==> config.mk <==
export PLATFORM = sky130hd
export DESIGN_NAME = if_fetch_unit
export DESIGN_NICKNAME = d
export VERILOG_FILES = /design/src/rtl/if_fetch_unit_pkg.sv /design/src/rtl/fetch_skid_buf.sv /design/src/rtl/if_fetch_unit.sv
export SDC_FILE = /design/constraint.sdc
export NUM_CORES = 1
export LEC_CHECK = 0
export CORE_MARGIN = 10
export CORE_UTILIZATION = 47
export DETAILED_ROUTE_END_ITERATION = 8
export PLACE_DENSITY_LB_ADDON = 0.08
export SYNTH_ARGS = -nofsm -noshare
export SYNTH_HDL_FRONTEND = slang
export SYNTH_SLANG_ARGS = --single-unit
==> constraint.sdc <==
create_clock -name clk -period 2 [get_ports clk]
set_clock_uncertainty 0.15 [all_clocks]
set_input_delay 0.4 -clock clk [delete_from_list [all_inputs] [get_ports clk]]
set_output_delay 0.4 -clock clk [all_outputs]
set_load 0.05 [all_outputs]
==> src/rtl/if_fetch_unit_pkg.sv <==
// if_fetch_unit_pkg
// Shared definitions for the instruction-fetch stage.
// Contents: default bus widths, the zero instruction word, the fetch-state
// encoding (IDLE/FETCH/WAIT/DROP/EXC) and the PC increment constant.
// No ports; imported by if_fetch_unit and fetch_skid_buf.

package if_fetch_unit_pkg;

  localparam int DEF_XLEN = 32;
  localparam int INST_W   = 32;

  typedef logic [DEF_XLEN-1:0] inst_addr_bus_t;
  typedef logic [INST_W-1:0]   inst_bus_t;

  localparam inst_bus_t ZERO_WORD = '0;

  // Fetch FSM encoding, kept as plain constants so older blocks can share it.
  localparam logic [2:0] ST_IDLE  = 3'd0;
  localparam logic [2:0] ST_FETCH = 3'd1;
  localparam logic [2:0] ST_WAIT  = 3'd2;
  localparam logic [2:0] ST_DROP  = 3'd3;
  localparam logic [2:0] ST_EXC   = 3'd4;

  localparam int unsigned PC_INC = 4;

endpackage

==> src/rtl/fetch_skid_buf.sv <==
// fetch_skid_buf
// One-entry output register plus one pending register between instruction
// memory and the IF/ID pipeline register.
// Ports:
//   clk, rst            clock, synchronous active-high reset
//   flush_i             drop both entries (redirect)
//   stall_i             downstream does not consume the output this edge
//   load_i              a fetched instruction arrives (load_pc_i/load_inst_i)
//   exc_set_i, exc_pc_i with flush_i: present a misaligned-fetch marker
//   out_free_o          output can accept a new instruction at this edge
//   out_valid_o, out_pc_o, out_inst_o, out_exc_o   registered outputs

module fetch_skid_buf
  import if_fetch_unit_pkg::*;
#(
  parameter int XLEN = DEF_XLEN
) (
  input  logic              clk,
  input  logic              rst,
  input  logic              flush_i,
  input  logic              stall_i,
  input  logic              load_i,
  input  logic [XLEN-1:0]   load_pc_i,
  input  logic [INST_W-1:0] load_inst_i,
  input  logic              exc_set_i,
  input  logic [XLEN-1:0]   exc_pc_i,
  output logic              out_free_o,
  output logic              out_valid_o,
  output logic [XLEN-1:0]   out_pc_o,
  output logic [INST_W-1:0] out_inst_o,
  output logic              out_exc_o
);

  logic              out_valid_q, out_valid_d;
  logic [XLEN-1:0]   out_pc_q, out_pc_d;
  logic [INST_W-1:0] out_inst_q, out_inst_d;
  logic              out_exc_q, out_exc_d;
  logic              pend_valid_q, pend_valid_d;
  logic [XLEN-1:0]   pend_pc_q, pend_pc_d;
  logic [INST_W-1:0] pend_inst_q, pend_inst_d;
  logic              consume;

  assign consume    = out_valid_q && !stall_i;
  assign out_free_o = !out_valid_q || !stall_i;

  always_comb begin
    out_valid_d  = out_valid_q;
    out_pc_d     = out_pc_q;
    out_inst_d   = out_inst_q;
    out_exc_d    = out_exc_q;
    pend_valid_d = pend_valid_q;
    pend_pc_d    = pend_pc_q;
    pend_inst_d  = pend_inst_q;

    if (flush_i) begin
      // Flush keeps out_pc so the last PC stays observable, unless an
      // exception marker takes the output slot.
      out_valid_d  = exc_set_i;
      out_inst_d   = ZERO_WORD;
      out_exc_d    = exc_set_i;
      pend_valid_d = 1'b0;
      if (exc_set_i) out_pc_d = exc_pc_i;
    end else if (consume) begin
      out_exc_d = 1'b0;
      if (pend_valid_q) begin
        out_valid_d  = 1'b1;
        out_pc_d     = pend_pc_q;
        out_inst_d   = pend_inst_q;
        pend_valid_d = load_i;
        pend_pc_d    = load_pc_i;
        pend_inst_d  = load_inst_i;
      end else if (load_i) begin
        out_valid_d = 1'b1;
        out_pc_d    = load_pc_i;
        out_inst_d  = load_inst_i;
      end else begin
        // Bubble: PC holds, instruction reads as zero.
        out_valid_d = 1'b0;
        out_inst_d  = ZERO_WORD;
      end
    end else if (!out_valid_q) begin
      if (load_i) begin
        out_valid_d = 1'b1;
        out_pc_d    = load_pc_i;
        out_inst_d  = load_inst_i;
        out_exc_d   = 1'b0;
      end
    end else if (load_i) begin
      pend_valid_d = 1'b1;
      pend_pc_d    = load_pc_i;
      pend_inst_d  = load_inst_i;
    end
  end

  always_ff @(posedge clk) begin
    if (rst) begin
      out_valid_q  <= 1'b0;
      out_pc_q     <= '0;
      out_inst_q   <= ZERO_WORD;
      out_exc_q    <= 1'b0;
      pend_valid_q <= 1'b0;
      pend_pc_q    <= '0;
      pend_inst_q  <= ZERO_WORD;
    end else begin
      out_valid_q  <= out_valid_d;
      out_pc_q     <= out_pc_d;
      out_inst_q   <= out_inst_d;
      out_exc_q    <= out_exc_d;
      pend_valid_q <= pend_valid_d;
      pend_pc_q    <= pend_pc_d;
      pend_inst_q  <= pend_inst_d;
    end
  end

  assign out_valid_o = out_valid_q;
  assign out_pc_o    = out_pc_q;
  assign out_inst_o  = out_inst_q;
  assign out_exc_o   = out_exc_q;

endmodule

==> src/rtl/if_fetch_unit.sv <==
// if_fetch_unit
// Instruction-fetch stage: owns the PC, fetches words over a req/ack
// handshake and presents them to the IF/ID register. Honours stall and
// redirect; data returned for a redirected-away request is discarded.
// Ports:
//   clk, rst                 clock, synchronous active-high reset
//   stall_i                  IF/ID holds, output not consumed this edge
//   redirect_i, redirect_pc_i  flush and restart fetch at the target
//   mem_req_o, mem_addr_o    fetch request, held until mem_ack_i
//   mem_ack_i, mem_rdata_i   one-cycle response with instruction word
//   if_pc_o, if_inst_o, if_valid_o, if_exc_o   registered IF outputs
// Configuration: IF_MISALIGN_EXC_EN enables the misaligned-target exception
// (EXC state); without it target bits [1:0] are forced to zero.

module if_fetch_unit
  import if_fetch_unit_pkg::*;
#(
  parameter int               XLEN     = DEF_XLEN,
  parameter logic [XLEN-1:0]  RESET_PC = '0
) (
  input  logic              clk,
  input  logic              rst,
  input  logic              stall_i,
  input  logic              redirect_i,
  input  logic [XLEN-1:0]   redirect_pc_i,
  output logic              mem_req_o,
  output logic [XLEN-1:0]   mem_addr_o,
  input  logic              mem_ack_i,
  input  logic [INST_W-1:0] mem_rdata_i,
  output logic [XLEN-1:0]   if_pc_o,
  output logic [INST_W-1:0] if_inst_o,
  output logic              if_valid_o,
  output logic              if_exc_o
);

  logic [2:0]      state_q, state_d;
  logic [XLEN-1:0] pc_q, pc_d;
  logic            mem_req_q, mem_req_d;
  logic [XLEN-1:0] mem_addr_q, mem_addr_d;

  logic            ack;
  logic            load;
  logic            out_free;
  logic [XLEN-1:0] tgt_pc;
  logic            tgt_misaligned;
  logic            pc_misaligned;
  logic [XLEN-1:0] pc_plus4;

`ifdef IF_MISALIGN_EXC_EN
  assign tgt_pc         = redirect_pc_i;
  assign tgt_misaligned = (redirect_pc_i[1:0] != 2'b00);
  // pc only holds a misaligned value after a misaligned redirect, so it
  // tells DROP whether to fetch or to park in EXC once the ack arrives.
  assign pc_misaligned  = (pc_q[1:0] != 2'b00);
`else
  assign tgt_pc         = redirect_pc_i & ~XLEN'(3);
  assign tgt_misaligned = 1'b0;
  assign pc_misaligned  = 1'b0;
`endif

  assign ack      = mem_ack_i && mem_req_q;
  assign load     = ack && (state_q == ST_FETCH) && !redirect_i;
  assign pc_plus4 = pc_q + XLEN'(PC_INC);

  // Next-state logic. Redirect beats stall and ack; a request still in
  // flight without its ack is tracked in DROP so the returning word dies.
  always_comb begin
    state_d    = state_q;
    pc_d       = pc_q;
    mem_req_d  = mem_req_q;
    mem_addr_d = mem_addr_q;

    if (redirect_i) begin
      pc_d = tgt_pc;
      if ((state_q == ST_FETCH || state_q == ST_DROP) && !ack) begin
        state_d   = ST_DROP;
        mem_req_d = 1'b1;
      end else if (tgt_misaligned) begin
        state_d   = ST_EXC;
        mem_req_d = 1'b0;
      end else begin
        // A DROP whose ack lands on this edge has nothing left to wait for.
        state_d    = ST_FETCH;
        mem_req_d  = 1'b1;
        mem_addr_d = tgt_pc;
      end
    end else begin
      case (state_q)
        ST_IDLE: begin
          state_d    = ST_FETCH;
          mem_req_d  = 1'b1;
          mem_addr_d = pc_q;
        end
        ST_FETCH: begin
          if (ack) begin
            pc_d = pc_plus4;
            if (!out_free) begin
              state_d   = ST_WAIT;
              mem_req_d = 1'b0;
            end else begin
              mem_req_d  = 1'b1;
              mem_addr_d = pc_plus4;
            end
          end
        end
        ST_WAIT: begin
          if (if_valid_o && !stall_i) begin
            state_d    = ST_FETCH;
            mem_req_d  = 1'b1;
            mem_addr_d = pc_q;
          end
        end
        ST_DROP: begin
          if (ack) begin
            if (pc_misaligned) begin
              state_d   = ST_EXC;
              mem_req_d = 1'b0;
            end else begin
              state_d    = ST_FETCH;
              mem_req_d  = 1'b1;
              mem_addr_d = pc_q;
            end
          end
        end
        default: begin
          mem_req_d = 1'b0;
        end
      endcase
    end
  end

  always_ff @(posedge clk) begin
    if (rst) begin
      state_q    <= ST_IDLE;
      pc_q       <= RESET_PC;
      mem_req_q  <= 1'b0;
      mem_addr_q <= '0;
    end else begin
      state_q    <= state_d;
      pc_q       <= pc_d;
      mem_req_q  <= mem_req_d;
      mem_addr_q <= mem_addr_d;
    end
  end

  fetch_skid_buf #(
    .XLEN(XLEN)
  ) u_skid (
    .clk        (clk),
    .rst        (rst),
    .flush_i    (redirect_i),
    .stall_i    (stall_i),
    .load_i     (load),
    .load_pc_i  (mem_addr_q),
    .load_inst_i(mem_rdata_i),
    .exc_set_i  (tgt_misaligned),
    .exc_pc_i   (tgt_pc),
    .out_free_o (out_free),
    .out_valid_o(if_valid_o),
    .out_pc_o   (if_pc_o),
    .out_inst_o (if_inst_o),
    .out_exc_o  (if_exc_o)
  );

  assign mem_req_o  = mem_req_q;
  assign mem_addr_o = mem_addr_q;

endmodule

==> qor.yml, run 1 <==
status:
  outcome: "finished, violations left"
  violations: "negative setup slack"
die:
  ios: 168
  dieArea_um2: 24400
  die_h_um: 156
  core.rowCount: 49
  fp.dieW_um: 156
  coreArea_um2: 18100
  start_util_pct: 48.2
sta:
  setup_ws_ns: -0.0837
  worstMarginPinSlew_ns: 0.712
  hold_viol_final: 0
  rsz0062_at_grt: "yes"
  period_needed_ns: 2.08
  finalSetupViolCount: 17
  achievable-frequency_mhz: 480
  min_period_over_period_pct: 104
  finalMaxSlewViolations: 0
  slew_headroom_pct: 52.5
  whs_ns: 0.293
critical_path:
  worst-path-buf-inv: 0
  arrival_ns: 2.26
  cp_max_fo: 4
  crit_family: "compound AO/OA/AOI/OAI gates"
  critPathCaptureType: "register"
  crit_path_top_delay_cell: "o311ai_1"
  path_cells: "and4_2 -> nand4_1 -> o31a_1 -> o311ai_1 -> a21bo_2"
  setup.worst_path.class: "register to register"
  required_ns: 2.17
  critPathMaxStageDelay_ns: 0.37
  worstSetupStartpointType: "register"
synthesis:
  syn_avg_cell_area_um2: 7.80
  synth_top_area_cell: "dfxtp_1"
  netlist_area_um2: 8710
  synth_edf_count: 0
  synth_top_area_share_pct: 43.9
  netlist_instances: 1117
  synth_top_cells_by_area: "dfxtp_1, nand2_1, a21oi_1, o21ai_0, a311oi_1"
  ys.flop_type: "dfxtp_1"
  synth_cell_types: 68
  synth_seq_cells: 191
  ys_seq_area_share_pct: 43.9
  async_reset_ff_share_pct: 0
  yosysWarnings: 0
route:
  detail-route-antenna-nets: 0
  wirelength_um: 30400
  num_vias: 9061
  vias_per_cell: 5.68
  dr.pass1.iters: 5
  drc: 0
  first_iter_violations: 662
  routedWlPerCell_um: 19.1
clock_tree:
  cts_made_buffers: 17
  htreeDepth: 4
  clk_latency_ns: 0.43
  cts_root_buf: "clkbuf_16"
  cts_tree: "built"
  ctsHoldBuffers: 0
  cts_sinks: 191
  clk_path_buf_depth: 2
  clk_pin_slew_ns: 0.07
power:
  swShare_pct: 29.9
  p_seq_share_pct: 46.4
  powerDensity_nw_per_um2: 703
  p_clk_share_pct: 36.7
  power_frac_comb_pct: 16.9
  p_leak_nw: 4.77
  power_mw: 8.82
  power.internal_mw: 6.18
  ir_drop_mv: 0.662
  power_switching_mw: 2.64
place:
  dp_hpwl_um: 20400
  io_buffers: 162
  placed_area_um2: 11100
  place.gp.congestion: 0.970
  dp_worst_setup_slack_ns: -0.479
  place_inst: 1538
global_routing:
  grt_pass1_vias: 8229
  overflow: 0
  grt_pass1_wl_um: 44700
  grt_antenna_before_repair: 0
  grt_util_all_layers_pct: 22.6
  grt_max_degree: 66
final_layout:
  fin_area_um2: 12500
  fin_cells: 1595
  n_antenna_cell: 0
  nets: 1424
  layout-drive-gt1-share_pct: 28.5
  area_growth_pct: 43.9
hold_path:
  hp-class: "input port to register"
job:
  cap_violations: 0
## worst paths after layout
| path | startpoint | end | slack, ns | depth (start not counted) |
|---|---|---|---|---|
| worst min register to register | u_skid.pend_inst_q[5]$_SDFFE_PP0P_ | u_skid.out_inst_o[5]$_SDFFE_PP0P_ | 0.30 | 2 |
| worst max register to register | pc_q[10]$_SDFFE_PP0P_ | mem_addr_o[21]$_SDFFE_PP0P_ | -0.08 | 5 |
| worst min-delay path | rst | pc_q[21]$_SDFFE_PP0P_ | 0.29 | 4 |
| worst max-delay path | pc_q[10]$_SDFFE_PP0P_ | mem_addr_o[21]$_SDFFE_PP0P_ | -0.08 | 5 |
## state kept, by name, indices dropped and copies added, names as in the netlist, 2 cells and up
signal / count
u_skid.out_inst_o: 32
u_skid.out_pc_o: 32
u_skid.pend_inst_q: 32
mem_addr_o: 30
pc_q: 30
u_skid.pend_pc_q: 30
state_q: 2
## placed cells by master (no fill, tap or decap), types with 4 or more instances in the layout
cell,synthesis,final
a21oi_1,128,120
inv_6,0,4
xor2_1,16,16
buf_4,9,204
clkdlybuf4s50_1,0,63
and2_1,7,5
clkbuf_16,0,22
and3_1,13,10
nand2_4,0,7
o21a_1,9,9
nor2_2,0,7
nand2b_1,11,11
a21boi_0,7,6
a21oi_2,0,8
buf_6,0,17
nand2_1,278,257
buf_12,0,17
and4_1,6,5
nor4_2,1,8
o21ai_0,75,73
o211ai_1,9,9
dfxtp_2,0,13
o31ai_1,4,4
o31a_1,4,4
inv_1,4,4
a211oi_1,11,10
nand4_1,15,15
nor3_1,16,10
nand2_2,0,14
nor4_4,0,5
xnor2_1,28,28
dfxtp_4,0,5
dfxtp_1,191,173
nand3_1,17,14
nor2_1,61,53
a311oi_1,32,31
## metal layers
metal / track usage [%] / routed length [um]
met4: 6.02 / 389
met2: 34.5 / 14000
met3: 5.10 / 2330
met1: 31.5 / 13800
met5: 0 / 0
## worst reg2reg max path: cells and delay by family (launching register included)
kind	cells	cell delay (ns)
AOI/OAI and AO/OA	3	0.97
and+or+nand+nor	2	0.52
DFF	1	0.34
## area by class of cell
| type | instances | area, um2 |
|---|---|---|
| clock inverter | 14 | 125 |
| multi-input combinational | 827 | 4910 |
| inverter | 5 | 18.8 |
| clock buffer | 17 | 425 |
| tap | 229 | 287 |
| timing repair buffer | 312 | 2910 |
| fill | 1518 | 5550 |
| sequential | 191 | 3860 |
## power by group through the flow
stage / clock, mW / sequential, mW / combinational [mW]
3_3_place_gp: 0 / 4.17 / 1.39
5_1_grt: 3.42 / 4.11 / 1.58
6_report: 3.23 / 4.10 / 1.49
4_1_cts: 3.28 / 4.08 / 1.41
3_5_place_dp: 0 / 4.17 / 1.40
2_1_floorplan: 0 / 4.43 / 0.506
## stage by stage
step                      setup TNS (ns)  utilization, %
after detailed placement          -61.90            61.5
after CTS                              0            65.4
after global routing               -5.41            69.3
final                             -0.243            69.3
after floorplan                        0               -
after global placement            -60.20            61.5
## synthesized netlist by cell type, drive strengths merged, types with 9 or more instances
master	number
nor3	16
o211ai	9
nor4	14
a21oi	128
nand2b	11
xor2	16
o21a	9
clkbuf	70
o21ai	76
nand3	18
nor2	61
xnor2	28
nand2	278
and3	13
dfxtp	191
a311oi	32
nand4	17
a211oi	12
buf	26
## logic make-up after synthesis
logic type / after synthesis / share of synthesized area, %
AO/OA/AOI/OAI: 316 / 22.5
XOR/XNOR: 44 / 4.42
adder cells (fa/ha/maj): 1 / 0.144
buffers and inverters: 101 / 4.91
flip-flops: 191 / 43.9
multiplexers: 1 / 0.115
other: 1 / 0.0430
AND/OR/NAND/NOR: 462 / 24.0
## repair_timing
action | 4_1_cts | 5_1_grt
pin swaps | 6 | 51
gates resized for setup | 32 | 103
cloned | 1 | 11
setup endpoints to repair | 87 | 141
buffers inserted | 1 | 14
(Power assumes the default switching activity.)
==> run 2: changes to the inputs <==
--- a/config.mk
+++ b/config.mk
@@ -5,10 +5,12 @@
 export SDC_FILE = /design/constraint.sdc
 export NUM_CORES = 1
 export LEC_CHECK = 0
+export ABC_CLOCK_PERIOD_IN_PS = 2000
 export CORE_MARGIN = 10
 export CORE_UTILIZATION = 47
 export DETAILED_ROUTE_END_ITERATION = 8
 export PLACE_DENSITY_LB_ADDON = 0.08
+export SETUP_SLACK_MARGIN = 0.15
 export SYNTH_ARGS = -nofsm -noshare
 export SYNTH_HDL_FRONTEND = slang
 export SYNTH_SLANG_ARGS = --single-unit
==> run 2 against run 1 <==
Against the previous run: the flow still finishes with violations (negative setup slack); non-clock buffer count is 56 higher; core utilization increased by 14 points; sequential power up 1%; global-route usage up 2.8 points; routed wire length up 22%; setup slack worse by 0.0016 ns.
==> qor.yml, run 2 (synthesis results as in run 1) <==
sta:
  period_needed_ns: 2.09
  slew_headroom_pct: 62.9
  min_period_over_period_pct: 104
  finalMaxSlewViolations: 0
  whs_ns: 0.0673
  rsz0062_at_grt: "yes"
  achievable-frequency_mhz: 480
  fin_tns_setup_ns: -1.89
  hold_viol_final: 0
  setup_ws_ns: -0.0853
  worstMarginPinSlew_ns: 0.556
  finalSetupViolCount: 57
hold_path:
  hp-class: "input port to register"
route:
  num_vias: 9981
  wirelength_um: 37100
  first_iter_violations: 891
  routedWlPerCell_um: 22.5
  dr.pass1.iters: 5
  detail-route-antenna-nets: 0
  drc: 0
  vias_per_cell: 6.05
final_layout:
  mostFrequentLayoutCells: "nand2_1, buf_4, dfxtp_1, a21oi_2, clkdlybuf4s50_1"
  area_growth_pct: 73.4
  layout-drive-gt1-share_pct: 49.4
  nets: 1480
  n_antenna_cell: 0
  final_common_cell: "nand2_1"
global_routing:
  grt_pass1_wl_um: 49800
  grt_pass1_vias: 9049
  grt_antenna_before_repair: 0
  overflow: 0
  grt_util_all_layers_pct: 25.4
  grt_max_degree: 76
die:
  dieArea_um2: 24400
  fp.dieW_um: 156
  coreArea_um2: 18100
  core.rowCount: 49
  die_h_um: 156
  ios: 168
  start_util_pct: 48.2
place:
  io_buffers: 162
  place.gp.congestion: 0.914
  dp_hpwl_um: 20200
critical_path:
  critPathCaptureType: "register"
  arrival_ns: 2.31
  worstSetupStartpointType: "register"
  setup.worst_path.class: "register to register"
  required_ns: 2.23
  cp_max_fo: 6
power:
  powerDensity_nw_per_um2: 626
  power_mw: 9.46
  p_leak_nw: 6.19
  ir_drop_mv: 0.668
clock_tree:
  cts_made_buffers: 17
  clk_latency_ns: 0.45
  clk_path_buf_depth: 2
  cts_root_buf: "clkbuf_16"
  cts_sinks: 191
  clk_pin_slew_ns: 0.07
  cts_tree: "built"
  ctsHoldBuffers: 0
  htreeDepth: 4
job:
  cap_violations: 0
status:
  violations: "negative setup slack"
  outcome: "finished, violations left"
[run 2: cell count changes in the layout (fill, tap and decap cells not counted), moves of 23 or more]
| cell | before | now |
|---|---|---|
| nor2_1 | 53 | 23 |
| buf_6 | 17 | 44 |
| nand2_4 | 7 | 58 |
| o21ai_2 | 1 | 47 |
| nand2_1 | 257 | 201 |
| a21oi_1 | 120 | 49 |
| a21oi_2 | 8 | 79 |
| nor2_4 | 1 | 24 |
| o21ai_0 | 73 | 8 |
[run 2: stage by stage]
step	setup slack (ns)	std cells	utilization (%)	cell area [um2]
global route	-0.155	1651	83.5	15100
CTS	-0.0188	1619	73.8	13400
floorplan	0.0568	1119	-	8890
global placement	-0.483	1541	62.2	11200
detailed placement	-0.520	1541	62.2	11200
finish	-0.0853	1651	83.5	15100
[run 2: where the power goes]
| part | switching (mW) | leakage, nW | internal, mW |
|---|---|---|---|
| Combinational | 1.09 | 4.35 | 0.831 |
| Clock | 1.72 | 0.276 | 1.65 |
| Sequential | 0.223 | 1.56 | 3.94 |
[run 2: repair_timing]
action / CTS / global route
resized for setup: 257 / 361
endpoints found under the setup margin: 177 / 179
cloned: 14 / 13
pin swaps: 101 / 159
setup buffers: 33 / 19
[run 2: final timing paths]
path         slack, ns                                 from  depth (start not counted)                                  to
max              -0.09              state_q[1]$_SDFFE_PP0P_                         11   u_skid.pend_pc_q[26]$_SDFFE_PP0P_
min               0.07                                  rst                          2          mem_addr_o[3]$_SDFFE_PP0P_
max reg2reg      -0.09              state_q[1]$_SDFFE_PP0P_                         11   u_skid.pend_pc_q[26]$_SDFFE_PP0P_
min reg2reg       0.30  u_skid.pend_inst_q[12]$_SDFFE_PP0P_                          2  u_skid.out_inst_o[12]$_SDFFE_PP0P_
[run 2: layout make-up]
cell class,count,area (um2)
Clock buffer,17,425
Clock inverter,14,144
Fill cell,1009,2980
Inverter,5,18.8
Multi-Input combinational cell,827,6410
Sequential cell,191,3870
Tap cell,229,287
Timing Repair Buffer,368,3950
[run 2: layer usage]
metal / global-route usage (%) / wire length, um
met5: 0 / 0
met4: 6.29 / 1170
met3: 5.79 / 3000
met2: 41.4 / 18100
met1: 33.3 / 14900
[run 2: worst max-delay path: stages, from the launching register on]
cell and delay (ns):
dfxtp_4 0.36, and4b_1 0.28, buf_6 0.12, mux2i_4 0.07, buf_6 0.13, nor3b_4 0.21
buf_6 0.16, buf_6 0.10, buf_12 0.09, buf_16 0.14, nand2_4 0.06, a21oi_2 0.15
